### src/rtl/out_uart_tx.sv
// Debug tap on the CPU output bus. Every change of the bus value is queued and
// sent on the UART line as one ASCII hex character, 8N1.
module out_uart_tx #(
    parameter int unsigned DATA_WIDTH      = 4,
    parameter int unsigned CLKS_PER_BIT    = 521,
    parameter int unsigned FIFO_DEPTH      = 4,
    parameter int unsigned FIFO_ADDR_WIDTH = 2
) (
    input  logic                  clk_i,
    input  logic                  reset_i,
    input  logic [DATA_WIDTH-1:0] out_pins_i,
    input  logic                  enable_i,
    output logic                  tx_o,
    output logic                  busy_o,
    output logic                  overflow_o
);

    localparam int unsigned CNT_W  = FIFO_ADDR_WIDTH + 1;
    localparam int unsigned BAUD_W = (CLKS_PER_BIT > 1) ? $clog2(CLKS_PER_BIT) : 1;
    localparam logic [BAUD_W-1:0] BAUD_LAST = BAUD_W'(CLKS_PER_BIT - 1);
    localparam logic [CNT_W-1:0]  CNT_FULL  = CNT_W'(FIFO_DEPTH);

    localparam logic [1:0] ST_IDLE  = 2'd0;
    localparam logic [1:0] ST_START = 2'd1;
    localparam logic [1:0] ST_DATA  = 2'd2;
    localparam logic [1:0] ST_STOP  = 2'd3;

    logic [DATA_WIDTH-1:0]      last_val;
    logic [DATA_WIDTH-1:0]      fifo_mem [FIFO_DEPTH];
    logic [FIFO_ADDR_WIDTH-1:0] wr_ptr;
    logic [FIFO_ADDR_WIDTH-1:0] rd_ptr;
    logic [CNT_W-1:0]           count;

    logic [1:0]        state,    state_n;
    logic [BAUD_W-1:0] baud_cnt, baud_cnt_n;
    logic [2:0]        bit_idx,  bit_idx_n;
    logic [7:0]        shift_reg, shift_reg_n;
    logic              tx_n;

    logic push_req_c;
    logic fifo_full_c;
    logic pop_c;
    logic push_c;

    // Nibble to ASCII hex digit, upper-case letters
    function automatic logic [7:0] hex_ascii(input logic [3:0] n);
        if (n < 4'd10) begin
            return 8'h30 + {4'h0, n};
        end
        return 8'h37 + {4'h0, n};
    endfunction

    assign push_req_c  = enable_i && (out_pins_i != last_val);
    assign fifo_full_c = (count == CNT_FULL);
    assign pop_c       = (state == ST_IDLE) && (count != '0);
    // A pop in the same cycle frees a slot, so a push at full is still accepted
    assign push_c      = push_req_c && (!fifo_full_c || pop_c);

    assign busy_o = (state != ST_IDLE) || (count != '0);

    // Change detector history, tracked even while capture is disabled
    always_ff @(posedge clk_i or posedge reset_i) begin
        if (reset_i) begin
            last_val <= '0;
        end else begin
            last_val <= out_pins_i;
        end
    end

    // Nibble FIFO and sticky overflow flag
    always_ff @(posedge clk_i or posedge reset_i) begin
        if (reset_i) begin
            for (int i = 0; i < int'(FIFO_DEPTH); i++) begin
                fifo_mem[i] <= '0;
            end
            wr_ptr     <= '0;
            rd_ptr     <= '0;
            count      <= '0;
            overflow_o <= 1'b0;
        end else begin
            if (push_c) begin
                fifo_mem[wr_ptr] <= out_pins_i;
                wr_ptr           <= wr_ptr + FIFO_ADDR_WIDTH'(1);
            end
            if (pop_c) begin
                rd_ptr <= rd_ptr + FIFO_ADDR_WIDTH'(1);
            end
            if (push_c && !pop_c) begin
                count <= count + CNT_W'(1);
            end else if (pop_c && !push_c) begin
                count <= count - CNT_W'(1);
            end
            if (push_req_c && !push_c) begin
                overflow_o <= 1'b1;
            end
        end
    end

    // TX state register; tx_o is registered from the current state, so each
    // line level appears one cycle after the state that produces it
    always_ff @(posedge clk_i or posedge reset_i) begin
        if (reset_i) begin
            state     <= ST_IDLE;
            baud_cnt  <= '0;
            bit_idx   <= '0;
            shift_reg <= '0;
            tx_o      <= 1'b1;
        end else begin
            state     <= state_n;
            baud_cnt  <= baud_cnt_n;
            bit_idx   <= bit_idx_n;
            shift_reg <= shift_reg_n;
            tx_o      <= tx_n;
        end
    end

    // TX next-state and line level
    always_comb begin
        state_n     = state;
        baud_cnt_n  = baud_cnt;
        bit_idx_n   = bit_idx;
        shift_reg_n = shift_reg;
        tx_n        = 1'b1;
        case (state)
            ST_IDLE: begin
                tx_n = 1'b1;
                if (pop_c) begin
                    shift_reg_n = hex_ascii(4'(fifo_mem[rd_ptr]));
                    baud_cnt_n  = '0;
                    state_n     = ST_START;
                end
            end
            ST_START: begin
                tx_n = 1'b0;
                if (baud_cnt == BAUD_LAST) begin
                    baud_cnt_n = '0;
                    bit_idx_n  = '0;
                    state_n    = ST_DATA;
                end else begin
                    baud_cnt_n = baud_cnt + BAUD_W'(1);
                end
            end
            ST_DATA: begin
                tx_n = shift_reg[0];
                if (baud_cnt == BAUD_LAST) begin
                    baud_cnt_n  = '0;
                    shift_reg_n = {1'b0, shift_reg[7:1]};
                    bit_idx_n   = bit_idx + 3'd1;
                    if (bit_idx == 3'd7) begin
                        state_n = ST_STOP;
                    end
                end else begin
                    baud_cnt_n = baud_cnt + BAUD_W'(1);
                end
            end
            ST_STOP: begin
                tx_n = 1'b1;
                if (baud_cnt == BAUD_LAST) begin
                    baud_cnt_n = '0;
                    state_n    = ST_IDLE;
                end else begin
                    baud_cnt_n = baud_cnt + BAUD_W'(1);
                end
            end
            default: begin
                state_n = ST_IDLE;
            end
        endcase
    end

endmodule

### config.mk
export PLATFORM = sky130hd
export DESIGN_NAME = out_uart_tx
export DESIGN_NICKNAME = d
export VERILOG_FILES = /design/src/rtl/out_uart_tx.sv
export SDC_FILE = /design/constraint.sdc
export NUM_CORES = 1
export LEC_CHECK = 0
export BUFFER_PORTS_ARGS = -buffer_cell sky130_fd_sc_hd__buf_2
export CAP_MARGIN = 20
export CELL_PAD_IN_SITES_DETAIL_PLACEMENT = 0
export CELL_PAD_IN_SITES_GLOBAL_PLACEMENT = 1
export CORE_ASPECT_RATIO = 1.1
export CORE_MARGIN = 5
export CORE_UTILIZATION = 49
export CTS_CLUSTER_DIAMETER = 120
export DETAILED_ROUTE_END_ITERATION = 6
export PLACE_DENSITY = 0.76
export SYNTH_ARGS = -nofsm -noshare
export SYNTH_HDL_FRONTEND = slang
export SYNTH_SLANG_ARGS = --single-unit
### constraint.sdc
create_clock -name clk_i -period 3.2 [get_ports clk_i]
set_input_delay 0.32 -clock clk_i [delete_from_list [all_inputs] [get_ports clk_i]]
set_output_delay 0.32 -clock clk_i [all_outputs]
set_load 0.005 [all_outputs]
==> summary.md <==
| Metric | Value |
|---|---|
| Run status | finished, final reports clean |
| Final Cycle Share | 83.61% |
| Total global routing track utilization | 15.19% |
| Net Sw Power | 530.7 uW |
| Flop pwr share | 47.8% |
| Die Y | 86.40 um |
| Post-synthesis xor/xnor area fraction | 3.705% |
| Post-synth ARST share | 100.0% |
| Drt wl/cell | 15.08 um |
| GR peak layer | met2 |
| ANT nets after route | 0 |
| WP data required | 3430 ps |
| CTS tree | yes |
| Clk_lat worst skew | 300 ps |
| Top cells by count, synth | 50 x dfrtp_1, 19 x mux2_2, 19 x o21ai_0 |
| Final WS setup | 524.5 ps |
| Overflow left after global routing | 0 |
| Clock net sink count | 51 |
| Max Clock Skew | 4.755 ps |
| Synth-to-Final Area Change | 8.806% |
| Leading area contributor after synthesis | dfrtp_1 |
| Largest family of logic cells by synthesized area | multiplexers |
| Clock share of power | 24.3% |
| Post-synth top area share | 48.12% |
| Setup crit start kind | flip-flop |
| Worst R2R Setup Slack | 520 ps |
| Syn_nets | 256 |
| Adder-Cell Fraction of Synth Area | 8.470% |
| Die width | 79.46 um |
| Hold Crit Class | primary input to flip-flop |
| Combinational share of power | 27.9% |
| WL final | 4.569 mm |
| Tightest Pin Transition | 658.7 ps |
| 1st-iter DRT viols | 65 |
| Post-synthesis mux area share | 11.84% |
| Post-Synthesis Cells | 232 |
| Most frequent cell after synthesis | dfrtp_1 |
| Synth warn | 0 |
| # resized after CTS | 0 |
| # H-tree levels | 2 |
| Die ar. | 6865 sq um |
| PwrDens | 647.9 nW/um^2 |
| Post-Synth Simple-Gate Area | 11.60% |
| Initial antenna violation count | 0 |
| Post-Syn Area | 2600 sq um |
| GP Congestion | 0.7474 |
| DRC Markers | 0 |
| Initial Utilization | 51.31% |
| Int Power | 1.302 mW |
| Rows | 27 |
| DRT Pass-1 Iters | 4 |
| Crit path DAT | 2900 ps |
| Core Area | 5067 sq um |
| Nets@finish | 268 |
| Max_cap viols | 0 |
| Global-route met3 utilization | 3.430% |
| Critical Path End Type | flip-flop |
| Crit path largest cell delay | 550 ps |
| Multi-input logic area | 1216 sq um |
| Dpl ws | 525.3 ps |
| Final slew viol count | 0 |
| I/O Pins | 10 |
| Peak VDD IR | 397.3 uV |
| Fin. Hold Viols | 0 |
| Yosys reg bits | 51 |
| Fin Setup TNS | 0 ps |
| Vias | 1685 |
| Seq. cell area | 1277 sq um |
| DR vias/cell | 5.561 |
| First-pass GRT wire length | 8.321 mm |
| Clock buffer depth | 2 |
| Synth Area per Inst | 11.21 sq um |
| PortBufs | 9 |
| F_max | 0.3738 GHz |
| Clk root buf | clkbuf_8 |
| Setup violators final | 0 |
| Top FF cell, synth | dfrtp_1 |
| Synth Area in Compound Gates | 11.16% |
| Sequential area share after synthesis | 49.13% |
| Fillers | 458 |
| Pleak | 1.272 nW |
| Post-synth EDFFs | 0 |
| Pin count of the biggest net entering global routing | 52 |
| Slew margin rel. | 55.99% |
| Ratio of cells with drive above 1 in the final layout | 20.41% |
| Post-synth cell types | 48 |
| Ranking of synthesized cells by area | dfrtp_1 48%, mux2_2 8.2%, ha_1 7.7% |
| WS Path Type | flip-flop to flip-flop |
| Tmin final | 2675 ps |
| Largest register FFs | 16 |
| M2 GR Usage | 24.91% |
| Met1 Track Usage GR | 20.09% |
| Fraction of power spent switching nets | 28.95% |
| Diode count | 0 |
| RSZ-0062 raised after global routing | false |
| Reg clk slew, reported paths | 90 ps |
| Num CTS Buffers | 5 |
| Vias in the first global route | 1732 |
| CP Cell Sequence | inv_1, ha_1, or4b_1, nor2b_1, ha_1, inv_1, fa_1, xor2_1, nor2_1, xor2_1 |
| HPWL Detailed | 3.287 mm |
| Crit-path max FO | 8 |
| Worst path slowest cell | nor2b_1 |
[metrics by stage]
step	total power, mW	hold WS [ps]	std cells	instance area [sq um]	util (%)
2_1_floorplan	1.295	351.4	232	2600	-
3_3_place_gp	1.394	468.4	293	2686	53.01
3_5_place_dp	1.405	471.8	293	2686	53.01
4_1_cts	1.858	184.4	301	2799	55.23
5_1_grt	1.981	170.7	303	2829	55.83
6_report	1.833	191.9	303	2829	55.83
[path summary, 6_finish.rpt]
| check | from | cells past startpoint | endpoint |
|---|---|---|---|
| max | state[0] | 10 | count[2] |
| min | out_pins_i[0] | 1 | last_val[0] |
| max reg2reg | state[0] | 10 | count[2] |
| min reg2reg | overflow_o | 1 | overflow_o |
| max in group asynchronous | reset_i | 4 | tx_o |
| min in group asynchronous | reset_i | 3 | baud_cnt[1] |
[critical path, delay by kind of cell (launching register included)]
family	cells	cell delay, ps
DFF	1	430
adders and majority gates	3	860
buffers and inverters	2	200
xor gates and xnor gates	2	320
and+or+nand+nor	3	800
[power by group through the flow]
stage	sequential (mW)	clock, mW	combinational, mW
3_3_place_gp	0.888	0	0.506
6_report	0.876	0.446	0.511
3_5_place_dp	0.890	0	0.515
5_1_grt	0.902	0.493	0.586
2_1_floorplan	0.864	0	0.431
4_1_cts	0.879	0.461	0.517
[final cells by class]
class,instances,share of cell area (%)
Multi-Input combinational cell,157,42.99
Clock inverter,3,1.548
Timing Repair Buffer,13,3.184
Inverter,16,2.123
Clock buffer,5,2.433
Tap cell,58,2.565
Sequential cell,51,45.16
[placed cells by master (no fill, tap or decap), types with 2 or more instances in the layout]
cell type,instances
a21oi_1,9
a22o_1,3
a31oi_1,3
and2_1,2
and3_1,3
buf_2,9
buf_4,2
clkbuf_8,5
dfrtp_1,50
ha_1,16
inv_1,14
inv_2,2
mux2_2,19
mux4_2,3
nand2_1,15
nand2_2,4
nand3_1,3
nand4_1,2
nor2_1,11
nor2b_1,5
nor3_1,4
o21ai_0,19
o22ai_1,3
o31ai_1,2
or3_1,2
xnor2_1,5
xor2_1,6
[layer usage]
metal	wire [um]	vias to the layer above
li1	-	844
met1	2135	813
met2	2231	20
met3	115	8
met4	87	0
met5	0	-
[cells by family after synthesis]
logic type | count (synthesis)
AO/OA/AOI/OAI | 48
XOR/XNOR | 11
adder cells (fa/ha/maj) | 17
buffers and inverters | 24
flip-flops | 51
multiplexers | 23
AND/OR/NAND/NOR | 58
[what timing repair did]
item                       4_1_cts  5_1_grt
setup endpoints to repair        0        0
setup buffers                    0        0
hold endpoints to repair         0        6
hold buffers                     0        1
No activity file was read; power rests on OpenSTA's default activity.
